File: config.mk
export PLATFORM = sky130hd
export DESIGN_NAME = bit_tracker_flat
export DESIGN_NICKNAME = d
export VERILOG_FILES = /design/src/rtl/bit_tracker_if.sv /design/src/rtl/bit_tracker.sv /design/src/flat_wrapper.sv
export SDC_FILE = /design/constraint.sdc
export NUM_CORES = 1
export LEC_CHECK = 0
export CAP_MARGIN = 20
export CORE_MARGIN = 2
export CORE_UTILIZATION = 48
export CTS_CLUSTER_DIAMETER = 30
export DETAILED_ROUTE_END_ITERATION = 7
export PLACE_DENSITY = 0.71
export SYNTH_ARGS = -nofsm -noshare
export SYNTH_HDL_FRONTEND = slang
export SYNTH_SLANG_ARGS = --single-unit
File: constraint.sdc
create_clock -name clk_i -period 2.4 [get_ports clk_i]
set_input_delay 0.24 -clock clk_i [delete_from_list [all_inputs] [get_ports clk_i]]
set_output_delay 0.24 -clock clk_i [all_outputs]
set_load 0.005 [all_outputs]
File: src/rtl/bit_tracker_if.sv
// Signal bundle between the pad-side line, the bit tracker and the UART framer.
// The slave side is the tracker; the master side drives the line and soft clear.
interface bit_tracker_if;
    logic clear_i;
    logic rx_i;
    logic rx_bit_o;
    logic valid_o;
    logic noise_o;
    logic resync_o;
    logic locked_o;

    modport master (
        output clear_i, rx_i,
        input  rx_bit_o, valid_o, noise_o, resync_o, locked_o
    );

    modport slave (
        input  clear_i, rx_i,
        output rx_bit_o, valid_o, noise_o, resync_o, locked_o
    );
endinterface

File: src/rtl/bit_tracker.sv
// Oversampled bit recovery: synchronises rx, locks a phase counter to line edges
// and majority-votes a centre window of each bit period.
//
// state | meaning
// HUNT  | waiting for the first line edge, phase counter idle
// TRACK | phase locked; voting, emitting and re-aligning on early/late edges
module bit_tracker #(
    parameter int OVERSAMPLING = 16,
    parameter int VOTE_WINDOW  = 3,
    parameter int SYNC_STAGES  = 2
) (
    input  logic         clk_i,
    input  logic         rst_i,
    bit_tracker_if.slave bus
);
    localparam int C  = OVERSAMPLING / 2;
    localparam int WS = C - (VOTE_WINDOW - 1) / 2;
    localparam int WE = C + (VOTE_WINDOW - 1) / 2;
    localparam int PW = $clog2(OVERSAMPLING);
    localparam int OW = $clog2(VOTE_WINDOW + 1);

    localparam logic [PW-1:0] P_WS   = PW'(WS);
    localparam logic [PW-1:0] P_WE   = PW'(WE);
    localparam logic [PW-1:0] P_LAST = PW'(OVERSAMPLING - 1);
    localparam logic [PW-1:0] P_ONE  = PW'(1);
    localparam logic [OW-1:0] O_HALF = OW'(VOTE_WINDOW / 2);
    localparam logic [OW-1:0] O_FULL = OW'(VOTE_WINDOW);

    typedef enum logic {HUNT, TRACK} state_t;

    state_t                 state;
    logic [SYNC_STAGES-1:0] sync_q;
    logic                   s_d;
    logic [PW-1:0]          p;
    logic [OW-1:0]          ones;

    logic          s;
    logic          edge_seen;
    logic          in_win;
    logic [OW-1:0] ones_acc;

    assign s         = sync_q[SYNC_STAGES-1];
    assign edge_seen = s ^ s_d;
    assign in_win    = (p >= P_WS) && (p <= P_WE);
    assign ones_acc  = ones + OW'(in_win & s);

    // Synchroniser resets to the idle level so reset never fakes an edge.
    always_ff @(posedge clk_i or posedge rst_i) begin
        if (rst_i) begin
            sync_q <= '1;
            s_d    <= 1'b1;
        end else begin
            sync_q <= {sync_q[SYNC_STAGES-2:0], bus.rx_i};
            s_d    <= s;
        end
    end

    always_ff @(posedge clk_i or posedge rst_i) begin
        if (rst_i) begin
            state        <= HUNT;
            p            <= '0;
            ones         <= '0;
            bus.rx_bit_o <= 1'b1;
            bus.valid_o  <= 1'b0;
            bus.noise_o  <= 1'b0;
            bus.resync_o <= 1'b0;
            bus.locked_o <= 1'b0;
        end else begin
            bus.valid_o  <= 1'b0;
            bus.resync_o <= 1'b0;
            if (bus.clear_i) begin
                state        <= HUNT;
                p            <= '0;
                ones         <= '0;
                bus.noise_o  <= 1'b0;
                bus.locked_o <= 1'b0;
            end else begin
                case (state)
                    HUNT: begin
                        if (edge_seen) begin
                            state        <= TRACK;
                            p            <= P_ONE;
                            ones         <= '0;
                            bus.locked_o <= 1'b1;
                        end
                    end
                    TRACK: begin
                        // Edge seen now is phase 0, so the next cycle is phase 1.
                        if (edge_seen && (p > P_WE)) begin
                            bus.valid_o  <= 1'b1;
                            bus.rx_bit_o <= ones_acc > O_HALF;
                            bus.noise_o  <= (ones_acc != '0) && (ones_acc != O_FULL);
                            p            <= P_ONE;
                            ones         <= '0;
                        end else if (edge_seen && (p != '0) && (p < P_WS)) begin
                            bus.resync_o <= 1'b1;
                            p            <= P_ONE;
                            ones         <= '0;
                        end else if (p == P_LAST) begin
                            bus.valid_o  <= 1'b1;
                            bus.rx_bit_o <= ones_acc > O_HALF;
                            bus.noise_o  <= (ones_acc != '0) && (ones_acc != O_FULL);
                            p            <= '0;
                            ones         <= '0;
                        end else begin
                            p    <= p + P_ONE;
                            ones <= ones_acc;
                        end
                    end
                    default: state <= HUNT;
                endcase
            end
        end
    end
endmodule

File: src/flat_wrapper.sv
// flat-port wrapper written by rule: the top's interface ports become plain ports
module bit_tracker_flat 
#(
    parameter int OVERSAMPLING = 16,
    parameter int VOTE_WINDOW  = 3,
    parameter int SYNC_STAGES  = 2
)
  (clk_i, rst_i, bus_clear_i, bus_rx_i, bus_rx_bit_o, bus_valid_o, bus_noise_o, bus_resync_o, bus_locked_o);
  bit_tracker_if bus_i ();
  input  logic clk_i;
  input  logic rst_i;
  input wire logic [$bits(bus_i.clear_i)-1:0] bus_clear_i;
  input wire logic [$bits(bus_i.rx_i)-1:0] bus_rx_i;
  output wire logic [$bits(bus_i.rx_bit_o)-1:0] bus_rx_bit_o;
  output wire logic [$bits(bus_i.valid_o)-1:0] bus_valid_o;
  output wire logic [$bits(bus_i.noise_o)-1:0] bus_noise_o;
  output wire logic [$bits(bus_i.resync_o)-1:0] bus_resync_o;
  output wire logic [$bits(bus_i.locked_o)-1:0] bus_locked_o;
  assign bus_i.clear_i = bus_clear_i;
  assign bus_i.rx_i = bus_rx_i;
  assign bus_rx_bit_o = bus_i.rx_bit_o;
  assign bus_valid_o = bus_i.valid_o;
  assign bus_noise_o = bus_i.noise_o;
  assign bus_resync_o = bus_i.resync_o;
  assign bus_locked_o = bus_i.locked_o;
  bit_tracker #(.OVERSAMPLING(OVERSAMPLING), .VOTE_WINDOW(VOTE_WINDOW), .SYNC_STAGES(SYNC_STAGES)) u_core (.clk_i(clk_i), .rst_i(rst_i), .bus(bus_i));
endmodule
Yosys cells after proc, flatten, opt, wreduce, memory -nomap -nowiden
Index checks and enable logic that the tools add are counted.

Output and inout port bits: 5. Logic and storage cells: 76. Register bits after elaboration: 15. Input bits: 4.

Order comparisons: 5. Mux-type cells: 35. Eq/ne operators: 6. Add/subtract/negate cells: 2. Bitwise gates (word level): 4. Reductions and logical operators: 14.

Operators with widths (count): $mux W1 (23); $mux W4 (5); $mux W2 (5); $pmux W4 S2 (1); $reduce_bool A2 Y1 (4); $ne A3 B2 Y1 const B (2); $logic_and A1 B1 Y1 (5); $add A4 B1 Y4 const B (1); $eq A4 B4 Y1 const B (1); $ge A4 B3 Y1 const B (1); $gt A4 B4 Y1 const B (1); $le A4 B4 Y1 const B (1); $lt A4 B3 Y1 const B (1); $ne A2 B2 Y1 const B (2); $pmux W2 S2 (1); $reduce_and A4 Y1 (1); $reduce_bool A4 Y1 (1); $reduce_and A3 Y1 (1); $reduce_bool A3 Y1 (1); $add A2 B2 Y2 (1); $gt A2 B1 Y1 const B (1); $ne A2 B1 Y1 const B (1); $not A1 Y1 (2); $reduce_and A2 Y1 (1); 2 further kinds (2).

Longest topological paths before layout
Depth after elaboration: 11. Mapped depth: 11. Mapped depth without buffers: 11.

Least setup slack after synthesis
Ideal clock, no wire load.

Path kind: register -> register. Start: register u_core.p[0]. End: register u_core.bus.noise_o. Required time: 2322 ps. Cell stages (with the launch flop): 12. Period minus slack after synthesis: 2412 ps. Path slack: -12 ps. Arrival: 2335 ps. Path through: dfrtp_1 -> inv_1 -> ha_1 -> nor2_1 -> nor3_1 -> o21a_1 -> ha_1 -> nor2b_1 -> nor2_1 -> ha_1 -> or4_1 -> a21oi_1.

Word-level cells in the longest chain between the ends: 11. Elaborated cells between the ends (all ways): 23. Those cells by class: add/sub (1); order compare (4); eq/ne (3); mux (5); bitwise (1); reduce/logical (9).

Ends and longest elaborated chain: start: declaration (line bit_tracker.sv:34) `logic [PW-1:0] p;`; start signal: assignment (line bit_tracker.sv:106) `p <= p + P_ONE;`; $ge A4 B3 Y1 / $le A4 B4 Y1 (equally long branches) (line bit_tracker.sv:44) `assign in_win = (p >= P_WS) && (p <= P_WE);`; $logic_and A1 B1 Y1 (line bit_tracker.sv:44); $and A1 B1 Y1 (line bit_tracker.sv:45) `assign ones_acc = ones + OW'(in_win & s);`; $add A2 B2 Y2 (line bit_tracker.sv:45); $ne A2 B2 Y1 / $reduce_bool A2 Y1 (equally long branches) (line bit_tracker.sv:92, bit_tracker.sv:102); $logic_and A1 B1 Y1 (line bit_tracker.sv:92, bit_tracker.sv:102); $mux W1 (line bit_tracker.sv:99) `end else if (p == P_LAST) begin`; $mux W1 (line bit_tracker.sv:95) `end else if (edge_seen && (p != '0) && (p < P_WS)) begin`; $mux W1 (line bit_tracker.sv:89) `if (edge_seen && (p > P_WE)) begin`; $mux W1 (line bit_tracker.sv:78) `case (state)`; $mux W1 (line bit_tracker.sv:71) `if (bus.clear_i) begin`; end signal: assignment (line bit_tracker.sv:92) `bus.noise_o <= (ones_acc != '0) && (ones_acc != O_FULL);`; end signal: assignment (line bit_tracker.sv:102) `bus.noise_o <= (ones_acc != '0) && (ones_acc != O_FULL);`; end: declaration (line bit_tracker_if.sv:19) `output rx_bit_o, valid_o, noise_o, resync_o, locked_o`.

Parallel ways exist; a longest one is shown, timed or not. The select of a mux whose other input is x is not followed. A chain may end at the register's enable or synchronous reset.

Worst setup path in the final report
Start: register u_core.p[1]. End: register u_core.bus.noise_o.

The elaborated chain is that of the path after synthesis.

==> impl_results.html <==
<table>
<tr><th>Metric</th><th>Value</th></tr>
<tr><th colspan="2">Critical path</th></tr>
<tr><td>Endpoint required time on the critical path</td><td>2.61 ns</td></tr>
<tr><td>Largest delay contributor family on the critical path</td><td>simple AND/OR/NAND/NOR gates</td></tr>
<tr><td>First element of the critical path</td><td>u_core.p[1]</td></tr>
<tr><td>Critical-path cell with the highest stage delay</td><td>sky130_fd_sc_hd__or4_4</td></tr>
<tr><td>Buffers and inverters on the worst path</td><td>1</td></tr>
<tr><td>Critical path capture point type</td><td>flip-flop</td></tr>
<tr><td>Reg-to-reg critical path startpoint</td><td>u_core.p[1]</td></tr>
<tr><td>Start-to-end type of the worst setup path</td><td>reg -&gt; reg</td></tr>
<tr><td>Startpoint type of the worst setup path</td><td>flip-flop</td></tr>
<tr><td>Crit path largest cell delay</td><td>0.42 ns</td></tr>
<tr><td>Signal arrival time at the worst endpoint</td><td>2.49 ns</td></tr>
<tr><td>Cell chain of the critical path</td><td>inv_2 &gt; ha_4 &gt; nor2_4 &gt; nor3_2 &gt; o21a_1 &gt; ha_2 &gt; nor2b_2 &gt; nor2_2 &gt; ha_1 &gt; or4_4 &gt; a21oi_2</td></tr>
<tr><td>Crit-path max FO</td><td>3</td></tr>
<tr><th colspan="2">Die</th></tr>
<tr><td>Die area</td><td>0.00202 mm2</td></tr>
<tr><td>Die X</td><td>44.9 um</td></tr>
<tr><td>Vertical die dimension</td><td>44.9 um</td></tr>
<tr><td>Number of placed I/O pins</td><td>9</td></tr>
<tr><td>Effective utilization at floorplan</td><td>52.2%</td></tr>
<tr><td>Floorplan row count</td><td>14</td></tr>
<tr><td>Area of the core region</td><td>0.00154 mm2</td></tr>
<tr><th colspan="2">Power</th></tr>
<tr><td>Internal Power</td><td>0.000387 W</td></tr>
<tr><td>Flop pwr share</td><td>52.0%</td></tr>
<tr><td>Gate power share</td><td>21.5%</td></tr>
<tr><td>Static leakage</td><td>0.495 nW</td></tr>
<tr><td>Pwr per Cell Area</td><td>470 mW/mm2</td></tr>
<tr><td>IR drop worst, VDD</td><td>0.000343 V</td></tr>
<tr><td>Portion of total power attributed to the clock network</td><td>26.5%</td></tr>
<tr><td>Switching part of the total</td><td>27.1%</td></tr>
<tr><td>Switch Pwr</td><td>0.000144 W</td></tr>
<tr><th colspan="2">Place</th></tr>
<tr><td>Place WS</td><td>-0.0849 ns</td></tr>
<tr><td>Count of input and output buffers</td><td>8</td></tr>
<tr><td>HPWL after detailed placement</td><td>1.22 mm</td></tr>
<tr><td>DP Cell Count</td><td>115</td></tr>
<tr><td>Final Wtd Congestion</td><td>0.778</td></tr>
<tr><td>Instance area after placement</td><td>978 um2</td></tr>
<tr><th colspan="2">Timing</th></tr>
<tr><td>Transition at the pin with the smallest max-transition slack</td><td>0.573 ns</td></tr>
<tr><td>Final worst setup slack</td><td>0.117 ns</td></tr>
<tr><td>Final sum of negative setup slack</td><td>0 ns</td></tr>
<tr><td>Final count of pins violating max slew</td><td>0</td></tr>
<tr><td>FMAX</td><td>0.438 GHz</td></tr>
<tr><td>Number of hold violations in the final report</td><td>0</td></tr>
<tr><td>Setup violators final</td><td>0</td></tr>
<tr><td>Minimum period implied by the final worst setup slack</td><td>2.28 ns</td></tr>
<tr><td>Final clock period utilization by the worst path</td><td>95.1%</td></tr>
<tr><td>Setup clock skew after layout</td><td>0.00318 ns</td></tr>
<tr><td>Worst slew margin</td><td>61.8%</td></tr>
<tr><th colspan="2">GRT</th></tr>
<tr><td>Largest net degree at the start of global routing</td><td>16</td></tr>
<tr><td>Vias in the first global route</td><td>668</td></tr>
<tr><td>Overall Global Routing Usage</td><td>19.5%</td></tr>
<tr><td>Leftover overflow at the end of global routing</td><td>0</td></tr>
<tr><td>Initial antenna violation count</td><td>0</td></tr>
<tr><td>Wire length of the first global-routing pass</td><td>2.82 mm</td></tr>
<tr><th colspan="2">Clock tree</th></tr>
<tr><td>Source-to-sink clock delay at the later pin of the worst-skew pair</td><td>0.28 ns</td></tr>
<tr><td>Bufs on Longest Clock Path</td><td>2</td></tr>
<tr><td>CTS H-Tree Depth</td><td>1</td></tr>
<tr><td>Clock Sink Count</td><td>15</td></tr>
<tr><td>Clock tree from TritonCTS</td><td>built</td></tr>
<tr><td>TritonCTS Buffers</td><td>3</td></tr>
<tr><td>Hold buffer count at cts</td><td>0</td></tr>
<tr><td>Root cell of the clock tree</td><td>sky130_fd_sc_hd__clkbuf_4</td></tr>
<tr><td>Clock-pin slew on the worst setup and hold paths</td><td>0.09 ns</td></tr>
<tr><th colspan="2">Outcome</th></tr>
<tr><td>Status</td><td>complete, no violations</td></tr>
<tr><th colspan="2">Finish</th></tr>
<tr><td>Share of final-layout standard cells stronger than drive strength 1</td><td>40.5%</td></tr>
<tr><td>Post-route cell area</td><td>0.00113 mm2</td></tr>
<tr><td>Post-route non-filler standard cell count</td><td>127</td></tr>
<tr><td>Post-layout nets</td><td>121</td></tr>
<tr><td>Layout Area Growth over Synthesis</td><td>40.3%</td></tr>
<tr><td>Number of fill cells</td><td>106</td></tr>
<tr><td>Antenna Cells</td><td>0</td></tr>
<tr><th colspan="2">Logic synthesis</th></tr>
<tr><td>Number of enable-type register cells in the synthesized netlist</td><td>0</td></tr>
<tr><td>Ys flop type</td><td>sky130_fd_sc_hd__dfrtp_1</td></tr>
<tr><td>Synth warn</td><td>0</td></tr>
<tr><td>Commonest cells post-synth</td><td>11 x sky130_fd_sc_hd__dfrtp_1, 11 x sky130_fd_sc_hd__nor2_1, 9 x sky130_fd_sc_hd__nand2_1</td></tr>
<tr><td>Share of flip-flops with an asynchronous set or reset</td><td>100%</td></tr>
<tr><td>Synthesized Nets</td><td>92</td></tr>
<tr><td>Fraction of post-synthesis cell area in the top cell type by area</td><td>34.2%</td></tr>
<tr><td>Most area-hungry cell type in the Yosys netlist</td><td>sky130_fd_sc_hd__dfrtp_1</td></tr>
<tr><td>Post-synthesis cell count</td><td>83</td></tr>
<tr><td>Sequential area share after synthesis</td><td>47.3%</td></tr>
<tr><td>Avg Inst Size Synth</td><td>9.69 um2</td></tr>
<tr><td>Cell types with the largest area share after synthesis</td><td>sky130_fd_sc_hd__dfrtp_1 34%, sky130_fd_sc_hd__dfstp_2 13%, sky130_fd_sc_hd__ha_1 7.8%</td></tr>
<tr><td>Synth Register Bits</td><td>15</td></tr>
<tr><td>Unique masters post-synth</td><td>32</td></tr>
<tr><td>Synthesized cell area</td><td>805 um2</td></tr>
<tr><th colspan="2">Routing</th></tr>
<tr><td>Via count</td><td>694</td></tr>
<tr><td>Wirelength, routed</td><td>1.77 mm</td></tr>
<tr><td>Mean number of vias per cell</td><td>5.46</td></tr>
<tr><td>Remaining number of nets flagged by the antenna check after routing</td><td>0</td></tr>
<tr><td>Routed wirelength normalized by instance count</td><td>14.0 um</td></tr>
<tr><td>Initial DRC count</td><td>23</td></tr>
<tr><td>Iteration count of the initial detailed-routing pass</td><td>4</td></tr>
<tr><td>Remaining routing DRC violations</td><td>0</td></tr>
<tr><th colspan="2">Run</th></tr>
<tr><td>Max capacitance violation total</td><td>0</td></tr>
<tr><th colspan="2">Hold path</th></tr>
<tr><td>Class of the tightest hold or removal check</td><td>in -&gt; async</td></tr>
</table>
## metal layers
metal  part of all wire [%]  vias to the layer above  global-route usage, %
met4                   0.51                        0                   10.6
met5                      0                        -                      0
li1                       -                      347                      -
met1                     45                      328                   25.1
met3                    3.0                        2                   2.40
met2                     52                       17                   31.7
## final timing paths
kind | end | cells after the start | slack [ns]
worst max-delay path | u_core.bus.noise_o | 11 | 0.12
worst min-delay path | u_core.bus.valid_o | 2 | 0.31
worst max register to register | u_core.bus.noise_o | 11 | 0.12
worst min register to register | u_core.sync_q[1] | 0 | 0.36
max in group asynchronous | u_core.p[0] | 2 | 1.68
min in group clk_i | u_core.sync_q[1] | 0 | 0.36
## layout make-up
class | count | area [um2] | share of cell area (%)
Inverter | 6 | 22.5 | 2.00
Tap cell | 16 | 20.0 | 1.77
Clock buffer | 4 | 26.3 | 2.33
Timing Repair Buffer | 27 | 223 | 19.7
Multi-Input combinational cell | 59 | 455 | 40.4
Sequential cell | 15 | 382 | 33.8
## worst reg2reg max path, cell delays in order, from the launching register on
cell                      delay, ns
sky130_fd_sc_hd__dfrtp_1       0.39
sky130_fd_sc_hd__inv_2         0.08
sky130_fd_sc_hd__ha_4          0.17
sky130_fd_sc_hd__nor2_4        0.11
sky130_fd_sc_hd__nor3_2        0.04
sky130_fd_sc_hd__o21a_1        0.20
sky130_fd_sc_hd__ha_2          0.18
sky130_fd_sc_hd__nor2b_2       0.16
sky130_fd_sc_hd__nor2_2        0.06
sky130_fd_sc_hd__ha_1          0.28
sky130_fd_sc_hd__or4_4         0.42
sky130_fd_sc_hd__a21oi_2       0.13
## per-stage QoR
stage / hold WS (ns) / total power [W] / utilization, %
6_report: 0.308 / 0.000531 / 73.2
3_3_place_gp: 0.346 / 0.000370 / 63.5
3_5_place_dp: 0.347 / 0.000372 / 63.5
2_1_floorplan: 0.139 / 0.000330 / -
4_1_cts: 0.316 / 0.000520 / 68.4
5_1_grt: 0.336 / 0.000564 / 73.2
## cells by family (layout without fill, tap and decap cells)
logic type               Yosys count  in the layout  share of synthesized area (%)
XOR/XNOR                           1              1                           2.02
AND/OR/NAND/NOR                   36             36                           22.2
AO/OA/AOI/OAI                     16             16                           15.1
adder cells (fa/ha/maj)            5              5                           7.78
flip-flops                        15             15                           47.3
multiplexers                       1              1                           1.40
buffers and inverters              9             37                           4.20
## power by group through the flow
stage | sequential (W) | combinational, W | clock [W]
3_5_place_dp | 0.000279 | 0.0000934 | 0
3_3_place_gp | 0.000278 | 0.0000919 | 0
2_1_floorplan | 0.000278 | 0.0000524 | 0
5_1_grt | 0.000277 | 0.000127 | 0.000160
6_report | 0.000276 | 0.000114 | 0.000141
4_1_cts | 0.000274 | 0.0000991 | 0.000147
## repair_timing
action	in CTS	in global routing
pin swaps	4	6
setup buffers	6	2
setup endpoints to repair	1	2
gates resized for setup	2	16
## sequential cells by signal, summed over array words and instances, names as in the netlist
name                 cells
u_core.p                 4
u_core.ones              2
u_core.sync_q            2
u_core.bus.locked_o      1
u_core.bus.noise_o       1
u_core.bus.resync_o      1
u_core.bus.rx_bit_o      1
u_core.bus.valid_o       1
u_core.s_d               1
u_core.state             1
## layout by cell type, fill, tap and decap left out, types with 2 or more instances in the layout
master | Yosys | routed
sky130_fd_sc_hd__nor2_1 | 11 | 9
sky130_fd_sc_hd__nand4_1 | 2 | 2
sky130_fd_sc_hd__dfstp_2 | 4 | 4
sky130_fd_sc_hd__ha_2 | 0 | 2
sky130_fd_sc_hd__inv_2 | 0 | 2
sky130_fd_sc_hd__nand2b_1 | 3 | 3
sky130_fd_sc_hd__a21oi_2 | 1 | 2
sky130_fd_sc_hd__ha_4 | 0 | 2
sky130_fd_sc_hd__clkdlybuf4s50_1 | 0 | 8
sky130_fd_sc_hd__dfrtp_1 | 11 | 10
sky130_fd_sc_hd__o31ai_1 | 2 | 2
sky130_fd_sc_hd__buf_4 | 0 | 19
sky130_fd_sc_hd__nand2_1 | 9 | 8
sky130_fd_sc_hd__clkbuf_4 | 0 | 3
sky130_fd_sc_hd__inv_1 | 6 | 4
sky130_fd_sc_hd__nor3_1 | 4 | 3
(Power assumes the default switching activity.)
